<file path="config.mk">
export PLATFORM = sky130hd
export DESIGN_NAME = booth_iter_counter_flat
export DESIGN_NICKNAME = d
export VERILOG_FILES = /design/src/rtl/booth_pkg.sv /design/src/rtl/booth_iter_counter_if.sv /design/src/rtl/booth_iter_counter.sv /design/src/flat_wrapper.sv
export SDC_FILE = /design/constraint.sdc
export NUM_CORES = 1
export LEC_CHECK = 0
export CAP_MARGIN = 20
export CORE_MARGIN = 3
export CORE_UTILIZATION = 44
export CTS_BUF_LIST = sky130_fd_sc_hd__clkbuf_4 sky130_fd_sc_hd__clkbuf_8 sky130_fd_sc_hd__clkbuf_16
export DETAILED_ROUTE_END_ITERATION = 10
export GPL_ROUTABILITY_DRIVEN = 0
export PLACE_DENSITY_LB_ADDON = 0.2
export SYNTH_ARGS = -nofsm -noshare
export SYNTH_HDL_FRONTEND = slang
export SYNTH_SLANG_ARGS = --single-unit
</file>
<file path="constraint.sdc">
create_clock -name clk -period 4.38 [get_ports clk]
set_clock_uncertainty 0.2 [all_clocks]
set_input_delay 1.095 -clock clk [delete_from_list [all_inputs] [get_ports clk]]
set_output_delay 1.095 -clock clk [all_outputs]
set_load 0.05 [all_outputs]
</file>
<file path="src/rtl/booth_pkg.sv">
// Shared types for the Booth multiplier control path.
// Iteration FSM states and partial-product step sizes.
package booth_pkg;

  typedef enum logic [1:0] {
    IDLE,
    COUNT,
    DONE
  } iter_state_t;

  localparam logic [1:0] STEP_R2 = 2'd1;
  localparam logic [1:0] STEP_R4 = 2'd2;

endpackage

</file>
<file path="src/rtl/booth_iter_counter_if.sv">
// Control bundle between the Booth controller and its
// iteration counter.
interface booth_iter_counter_if #(
  parameter int WIDTH = 5
);

  logic             load;
  logic [WIDTH-1:0] len;
  logic             radix4;
  logic             en_pp;
  logic [WIDTH-1:0] out;
  logic             busy;
  logic             last;
  logic             done;

  modport master (
    output load, len, radix4, en_pp,
    input  out, busy, last, done
  );

  modport slave (
    input  load, len, radix4, en_pp,
    output out, busy, last, done
  );

endinterface

</file>
<file path="src/rtl/booth_iter_counter.sv">
// Saturating radix-2/radix-4 iteration counter with a
// three-state run sequencer for the Booth multiplier.
module booth_iter_counter
  import booth_pkg::*;
#(
  parameter int WIDTH = 5
) (
  input logic clk,
  input logic reset,
  booth_iter_counter_if.slave bus
);

  iter_state_t      state_q, state_d;
  logic [WIDTH-1:0] out_q, out_d;
  logic [WIDTH-1:0] len_q, len_d;
  logic [1:0]       step_q, step_d;
  logic             done_q, done_d;

  logic [WIDTH:0] sum;
  logic           hit;

  // One extra bit so the terminal compare never wraps.
  assign sum = {1'b0, out_q}
             + {{(WIDTH-1){1'b0}}, step_q};
  assign hit = sum >= {1'b0, len_q};

  always_comb begin
    state_d = state_q;
    out_d   = out_q;
    len_d   = len_q;
    step_d  = step_q;
    if (bus.load) begin
      out_d   = '0;
      len_d   = bus.len;
      step_d  = bus.radix4 ? STEP_R4 : STEP_R2;
      state_d = (bus.len == '0) ? DONE : COUNT;
    end else begin
      unique case (state_q)
        COUNT: begin
          if (bus.en_pp) begin
            if (hit) begin
              out_d   = len_q;
              state_d = DONE;
            end else begin
              out_d = sum[WIDTH-1:0];
            end
          end
        end
        DONE:    state_d = IDLE;
        default: state_d = state_q;
      endcase
    end
    done_d = (state_d == DONE);
  end

  always_ff @(posedge clk) begin
    if (!reset) begin
      state_q <= IDLE;
      out_q   <= '0;
      len_q   <= '0;
      step_q  <= '0;
      done_q  <= 1'b0;
    end else begin
      state_q <= state_d;
      out_q   <= out_d;
      len_q   <= len_d;
      step_q  <= step_d;
      done_q  <= done_d;
    end
  end

  assign bus.out  = out_q;
  assign bus.busy = (state_q == COUNT);
  assign bus.last = (state_q == COUNT) && hit;
  assign bus.done = done_q;

endmodule

</file>
<file path="src/flat_wrapper.sv">
// flat-port wrapper written by rule: the top's interface ports become plain ports
module booth_iter_counter_flat import booth_pkg::*;
#(
  parameter int WIDTH = 5
)
  (clk, reset, bus_load, bus_len, bus_radix4, bus_en_pp, bus_out, bus_busy, bus_last, bus_done);
  booth_iter_counter_if #(.WIDTH(WIDTH)) bus_i ();
  input logic clk;
  input logic reset;
  input wire logic [$bits(bus_i.load)-1:0] bus_load;
  input wire logic [$bits(bus_i.len)-1:0] bus_len;
  input wire logic [$bits(bus_i.radix4)-1:0] bus_radix4;
  input wire logic [$bits(bus_i.en_pp)-1:0] bus_en_pp;
  output wire logic [$bits(bus_i.out)-1:0] bus_out;
  output wire logic [$bits(bus_i.busy)-1:0] bus_busy;
  output wire logic [$bits(bus_i.last)-1:0] bus_last;
  output wire logic [$bits(bus_i.done)-1:0] bus_done;
  assign bus_i.load = bus_load;
  assign bus_i.len = bus_len;
  assign bus_i.radix4 = bus_radix4;
  assign bus_i.en_pp = bus_en_pp;
  assign bus_out = bus_i.out;
  assign bus_busy = bus_i.busy;
  assign bus_last = bus_i.last;
  assign bus_done = bus_i.done;
  booth_iter_counter #(.WIDTH(WIDTH)) u_core (.clk(clk), .reset(reset), .bus(bus_i));
endmodule
</file>
* After elaboration in Yosys (flattened, before gate mapping)
Cells that the tools add are included.
** Word-level totals
- Logic and storage cells :: 22
- Input bits :: 10
- RAM bits :: 0
- Latch bits :: 0
- Memories :: 0
- Output and inout port bits :: 8
- ROM bits :: 0
- Register bits after elaboration :: 15
** Cells by class
- Shift operators :: 0
- Bitwise logic cells :: 1
- Divide/modulo/power cells :: 0
- Multipliers :: 0
- Magnitude comparators :: 1
- Eq/ne operators :: 3
- Add/subtract/negate cells :: 1
- Muxes and demuxes :: 7
- Reductions and logical operators :: 4
** Operator list (number)
- $mux W2 :: 5
- $add A5 B2 Y6 :: 1
- $ge A6 B5 Y1 :: 1
- $logic_not A5 Y1 :: 1
- $mux W5 :: 1
- $eq A2 B2 Y1 const B :: 2
- $pmux W2 S2 :: 1
- $eq A2 B1 Y1 const B :: 1
- $reduce_and A2 Y1 :: 1
- $reduce_or A2 Y1 :: 1
- $logic_and A1 B1 Y1 :: 1
- $not A1 Y1 :: 1

* Depth between registers and ports, before layout
Gate-level depths: netlist (run 1).
- Depth in word-level cells :: 7
- Mapped depth :: 10
- Gate-level depth less buffers :: 10

* Worst setup path after synthesis (run 1)
No wires, ideal clock.
- Path kind :: register to output
- From :: reg u_core.out_q[0], in the netlist u_core.bus.out[0]
- To :: out bus_last
- Cell stages (with the launch flop) :: 10
- Required time :: 3.085 ns
- Buffers on the path :: 0
- Arrival time :: 2.936 ns
- Path slack :: 0.149 ns
- Cell sequence :: dfxtp_1 -> ha_1 -> inv_1 -> fa_1 -> xnor2_1 -> ha_1 -> o21ai_0 -> or2b_2 -> a311o_1 -> and2_2
** On the way
- Word-level cells in the longest chain between the ends :: 3
** Ends and longest elaborated chain
- from (decl) :: RTL line booth_iter_counter.sv:14 : logic [WIDTH-1:0] out_q, out_d;
- from (signal assigned) :: RTL line booth_iter_counter.sv:65 : out_q <= out_d;
- $add A5 B2 Y6 :: RTL line booth_iter_counter.sv:24 : + {{(WIDTH-1){1'b0}}, step_q};
- $ge A6 B5 Y1 :: RTL line booth_iter_counter.sv:25 : assign hit = sum >= {1'b0, len_q};
- $logic_and A1 B1 Y1 :: RTL line booth_iter_counter.sv:74 : assign bus.last = (state_q == COUNT) && hit;
- to (decl) :: RTL line flat_wrapper.sv:16 : output wire logic [$bits(bus_i.last)-1:0] bus_last;
Every way passes these cells.

* Final worst setup path (run 1)
- From :: reg u_core.out_q[1], in the netlist u_core.bus.out[1]
- To :: out bus_last
Same word-level chain as after synthesis.

==> results.md, run 1 <==
* Slew at the pin with the worst max-slew slack at 0.5731 ns
* Finish-stage setup viols at 0
* Die Area at 2790 um^2
* Post-DRT Antenna Nets at 0
* Power, Total at 317.8 uW
* Placement Rows at 16
* Power Density at 257.1 nW/um^2
* Post-CTS Hold Buffers at 0
* Synth warnings at 0
* RSZ-0062 raised after global routing: false
* Die W at 52.83 um
* Maximum clock rate at 235.7 MHz
* Chip Height at 52.83 um
* Overflow after GRT at 0
* Starting DRC count in detailed routing at 16
* Sw frac at 30.81%
* Clock share of power at 26.3%
* Synth Cell Area at 964.7 um^2
* Largest net degree at the start of global routing at 13
* Tcrit/Tclk final at 96.87%
* Leak pwr at 0.5150 nW
* Minimum clock period at 4.243 ns
* Worst EP arrival at 2.95 ns
* DP Area at 1151 um^2
* Worst setup SP type: flop
* Setup TNS at 0 ns
* Clk buf depth at 2
* I/O Buffers at 17
* Seq/Total Area, Yosys at 31.13%
* Vias in the first global route at 848
* Slew Limit Fails at 0
* Post-DP HPWL at 1681 um
* DRC violations left at 0
* Routed wire length at 2229 um
* Pre-antenna DRT Iters at 4
* Area Overhead vs Synth at 28.15%
* Synth Instances at 107
* Internal power at 219.9 uW
* H-tree depth at 1
* Final Core Density at 61.14%
* Inserted Clock Buffers at 3
* Final instance area at 1236 um^2
* Root Buffer: clkbuf_4
* Hold Slack at 0.3101 ns
* Critical path peak fanout at 4
* Layout cells sized above 1 at 16.79%
* Gate power share at 27.7%
* Avg Vias per Cell at 5.462
* Commonest non-fill, non-tap cells in the layout: clkdlybuf4s50_1 (16), dfxtp_1 (14), inv_1 (12)
* Reg area at 301.5 um^2
* Outcome: finished, final reports clean
* Peak supply drop at 199.8 uV
* Via Count at 863
* Antenna diode count at 0
* CTS tree: done
* Clk pin slew, worst setup/hold paths at 0.10 ns
* Slew HR at 61.67%
* Filler cells at 180
* Synthesized area per cell at 9.016 um^2
* First-pass GRT wire length at 3698 um
* Commonest non-fill, non-tap cell in the layout: clkdlybuf4s50_1
* Hold crit path type: reg2reg
* P_sw at 97.92 uW
* Total track usage at 18.38%
* Nets at 151
* Critical Path RT at 3.08 ns
* Initial core utilization at 47.71%
* Antenna violations before repair at 0
* Mapped Nets at 126
* Seq pwr share at 46.0%
* Final Hold Fails at 0
* Core Region at 2022 um^2
* Skew-Pair Late Insertion Delay at 0.29 ns
* Multi-input combinational cell area at 615.6 um^2
* # IOs at 18
* CTS sink cnt at 15
* Max Cap Viol at 0
* Routed wire length per instance at 14.11 um
* Setup crit end kind: output pin
* Yosys reg bits at 15
* Setup CP Type: reg2out
* Number of distinct library cells after synthesis at 39
path summary, 6_finish.rpt:
| check | end | slack (ns) | depth (start not counted) | start |
|---|---|---|---|---|
| worst max-delay path | bus_last | 0.14 | 10 | u_core.bus.out[1]$_SDFFE_PP0P_ |
| worst min-delay path | u_core.state_q[1]$_SDFF_PN0_ | 0.31 | 2 | u_core.state_q[1]$_SDFF_PN0_ |
| worst max register to register | u_core.bus.out[1]$_SDFFE_PP0P_ | 1.08 | 11 | u_core.bus.out[1]$_SDFFE_PP0P_ |
| worst min register to register | u_core.state_q[1]$_SDFF_PN0_ | 0.31 | 2 | u_core.state_q[1]$_SDFF_PN0_ |
repair_timing:
action / in CTS / in global routing
gates resized for setup: 0 / 5
buffers inserted: 0 / 6
setup endpoints to repair: 1 / 1
pin swaps: 1 / 2
critical path, stage by stage, from the launching register on:
cell and delay [ns]:
dfxtp_1 0.35, ha_1 0.29, a21oi_1 0.09, or2b_2 0.33, xnor2_1 0.14, ha_1 0.28, o21ai_1 0.06, or2b_2 0.31
a311o_2 0.42, and2_2 0.20, buf_4 0.18
metrics by stage:
stage / setup WS, ns / std cells
global placement: 0.4146 / 148
global route: 0.001196 / 158
CTS: 0.07147 / 152
detailed placement: 0.3430 / 148
floorplan: 0.1494 / 107
finish: 0.1371 / 158
final cells by class:
class	count	area share, %
multi-input combinational	77	49.80
tap	27	2.733
clock buffer	3	1.822
inverter	12	3.644
sequential	15	24.39
clock inverter	1	0.4049
timing repair buffer	23	17.21
state kept, by name, summed over array words and instances (netlist names):
name and cells:
u_core.bus.out 5, u_core.len_q 5, u_core.state_q 2, u_core.step_q 2, u_core.bus.done 1
metal layers:
metal	global-route usage [%]	up-vias	part of all wire (%)
met2	29.96	26	50
met4	5.532	0	0.94
li1	-	430	-
met3	5.983	6	5.6
met1	22.76	401	43
met5	0	-	0
power by group through the flow:
stage / Clock [mW] / Sequential, mW / Combinational [mW]
after floorplan: 0 / 0.151 / 0.0493
after global placement: 0 / 0.149 / 0.0724
after detailed placement: 0 / 0.149 / 0.0742
after CTS: 0.0857 / 0.146 / 0.0746
after global routing: 0.0919 / 0.147 / 0.0961
final: 0.0837 / 0.146 / 0.0881
cell usage after synthesis, drive strengths merged:
| master | number | area share (%) |
|---|---|---|
| dfxtp | 15 | 31 |
| inv | 12 | 4.7 |
| ha | 8 | 10 |
| mux2i | 8 | 8.3 |
| nand2 | 7 | 2.7 |
| nand3 | 6 | 3.1 |
| nor2b | 6 | 3.9 |
| nor2 | 4 | 1.6 |
| a21oi | 3 | 1.6 |
| o21ai | 3 | 1.6 |
| o311ai | 3 | 2.7 |
| a311o | 2 | 2.2 |
| a311oi | 2 | 2.5 |
| a31oi | 2 | 1.3 |
| and2 | 2 | 1.4 |
| clkbuf | 2 | 0.78 |
| nand2b | 2 | 2.1 |
| or2b | 2 | 1.8 |
| or4 | 2 | 1.6 |
| xnor2 | 2 | 1.8 |
| a2111o | 1 | 1.2 |
| a22oi | 1 | 0.78 |
| and2b | 1 | 0.91 |
| and3 | 1 | 0.65 |
| buf | 1 | 0.78 |
| fa | 1 | 2.1 |
| nand3b | 1 | 0.78 |
| nor4 | 1 | 0.65 |
| nor4b | 1 | 0.91 |
| o211a | 1 | 1.0 |
| o21a | 1 | 0.78 |
| o21bai | 1 | 0.78 |
| o31ai | 1 | 0.78 |
| xor2 | 1 | 0.91 |
cell families after synthesis:
kind of cell	synth area share, %
AND/OR/NAND/NOR	22.05
AO/OA/AOI/OAI	17.12
buffers and inverters	6.226
flip-flops	31.13
adder cells (fa/ha/maj)	12.45
multiplexers	8.301
XOR/XNOR	2.724
(Power assumes the default switching activity.)
==> run 2: changes to the inputs <==
CORE_MARGIN = default   (was 3)
CORE_UTILIZATION = 50   (was 44)
==> run 2 against run 1 <==
Net effect: via count grew 2.1%; total power is 4.6% lower; worst hold slack improved by 0.0049 ns; cell count shrank 4.4%; routed wire length rose by 0.90%; critical path type unchanged; highest routed layer unchanged.
==> results.md, run 2 (synthesis results as in run 1) <==
* Reg2Reg Setup Slack at 1.10 ns (+0.02 ns)
* Setup crit end kind: output pin
* Root Buffer: clkbuf_4
* Leak pwr at 0.4813 nW (-6.5%)
* Total track usage at 24.82% (+6.4 points)
* Minimum clock period at 4.254 ns (+0.01062 ns)
* Filler cells at 157 (-13%)
* Area Overhead vs Synth at 23.09%
* Max incr delay on CP at 0.43 ns (about the same)
* Worst setup SP type: flop
* Critical path's slowest cell: a311o_2
* Critical path's top delay family: adder cells
* Antenna violations before repair at 0 (unchanged)
* Multi-input combinational cell area at 608.1 um^2 (-1.2%)
* Power Density at 255.2 nW/um^2 (-0.73%)
* H-tree depth at 1 (unchanged)
* Antenna diode count at 0 (unchanged)
* Sw frac at 30.25% (-0.56 points)
* Maximum clock rate at 235.1 MHz (-0.25%)
* I/O Buffers at 17 (unchanged)
* Commonest non-fill, non-tap cell in the layout: clkdlybuf4s50_1
* Via Count at 881 (+2.1%)
* # placed instances at 146 (-1.4%)
* RSZ-0062 raised after global routing: false
* Finish-stage setup viols at 0 (unchanged)
* Post-DRT Antenna Nets at 0 (unchanged)
* Routed wire length per instance at 14.89 um (+5.6%)
* Inserted Clock Buffers at 3 (unchanged)
* Buf+Inv Stages, Crit Path at 2 (+1)
* Clk buf depth at 2 (unchanged)
* Die W at 45.93 um (-13%)
* Slew Limit Fails at 0 (unchanged)
* Finished Layout Cells at 151 (-4.4%)
* Layout cells sized above 1 at 11.90% (-4.9 points)
* Setup TNS at 0 ns (unchanged)
* DP Area at 1149 um^2 (-0.22%)
* Worst EP arrival at 2.96 ns (about the same)
* Die Area at 2109 um^2 (-24%)
* Clk pin slew, worst setup/hold paths at 0.09 ns (about the same)
* DP Worst Slack at 0.3027 ns (-0.04028 ns)
* Internal power at 211.3 uW (-3.9%)
* Clock share of power at 25.8% (-0.5 points)
* Commonest non-fill, non-tap cells in the layout: clkdlybuf4s50_1 (16), dfxtp_1 (15), inv_1 (12)
* Post-DP HPWL at 1680 um (about the same)
* DRC violations left at 0 (unchanged)
* Starting DRC count in detailed routing at 19 (+3)
* Final worst slack at 0.1265 ns (-0.01062 ns)
* Nets at 146 (-3.3%)
* Peak supply drop at 199.6 uV (about the same)
* Routed wire length at 2249 um (+0.90%)
* Overflow after GRT at 0 (unchanged)
* First-pass GRT wire length at 3657 um (-1.1%)
* Gate power share at 25.9% (-1.8 points)
* CP Cell Sequence: ha_1, inv_1, fa_2, xnor2_1, ha_1, o21ai_0, or2b_2, a311o_2, and2_2, buf_4
* Tcrit/Tclk final at 97.11% (+0.24 points)
* Avg Vias per Cell at 5.834 (+6.8%)
* Vias in the first global route at 805 (-5.1%)
* Chip Height at 45.93 um (-13%)
* Slew at the pin with the worst max-slew slack at 0.5771 ns (+0.003980 ns)
* P_sw at 91.66 uW (-6.4%)
* Setup CP Type: reg2out
* Max Cap Viol at 0 (unchanged)
* Outcome: finished, final reports clean
* Critical path peak fanout at 7 (+3)
* Skew-Pair Late Insertion Delay at 0.28 ns (about the same)
* Final Hold Fails at 0 (unchanged)
* Final instance area at 1187 um^2 (-3.9%)
* # IOs at 18 (unchanged)
* Seq pwr share at 48.2% (+2.2 points)
* Pre-antenna DRT Iters at 4 (unchanged)
* Core Region at 1764 um^2 (-13%)
* Critical Path RT at 3.08 ns (about the same)
* CTS sink cnt at 15 (unchanged)
* Initial core utilization at 54.68% (+7.0 points)
* CTS tree: done
* Top cell by count, worst path: ha_1
* Reg area at 300.3 um^2 (-0.41%)
* Placement Rows at 15 (-1)
* Largest net degree at the start of global routing at 13 (unchanged)
* Slew HR at 61.41% (-0.27 points)
* Hold crit path type: reg2reg
run 2: through the flow:
step	hold WS, ns	utilization [%]	total power [mW]
after floorplan	0.2614	-	0.2001
after global placement	0.2871	65.11	0.2210
after detailed placement	0.2902	65.11	0.2234
after CTS	0.3062	66.67	0.3025
after global routing	0.3486	67.31	0.3221
final	0.3150	67.31	0.3030
run 2: worst paths after layout:
kind	endpoint	startpoint	depth (start not counted)
worst max-delay path	bus_last	u_core.bus.out[0]$_SDFFE_PP0P_	10
worst min-delay path	u_core.state_q[1]$_SDFF_PN0_	u_core.state_q[1]$_SDFF_PN0_	2
worst max register to register	u_core.bus.out[0]$_SDFFE_PP0P_	u_core.bus.out[0]$_SDFFE_PP0P_	10
worst min register to register	u_core.state_q[1]$_SDFF_PN0_	u_core.state_q[1]$_SDFF_PN0_	2
run 2: power groups by stage:
stage                     Clock [mW]  Combinational [mW]  Sequential [mW]
after CTS                     0.0817              0.0747            0.146
after floorplan                    0              0.0493            0.151
after global placement             0              0.0721            0.149
after global routing          0.0902              0.0853            0.147
final                         0.0783              0.0785            0.146
after detailed placement           0              0.0741            0.149
run 2: routing by layer:
| metal | routed length, um | part of all wire (%) | GRT usage, % |
|---|---|---|---|
| met1 | 939 | 42 | 30.22 |
| met3 | 65 | 2.9 | 4.762 |
| met2 | 1217 | 54 | 42.25 |
| met5 | 0 | 0 | 0 |
| met4 | 27 | 1.2 | 10.00 |
run 2: worst min-delay path, delay by kind of cell (launching register included):
kind / cells / cell delay, ns
buf+inv: 1 / 0.09
flops: 1 / 0.31
compound gates: 1 / 0.08
run 2: layout make-up:
type                       count  share of cell area, %
clock buffer                   3                  1.897
clock inverter                 1                 0.4215
inverter                      12                  3.793
multi-input combinational     77                  51.21
sequential                    15                  25.29
tap                           25                  2.634
timing repair buffer          18                  14.75
run 2: timing repair:
action / 4_1_cts / 5_1_grt
setup endpoints to repair: 1 / 1
pin swaps: 1 / 1
buffers inserted: 0 / 1
hold buffers: 0 / 0
resized for setup: 0 / 2
cloned: 0 / 0
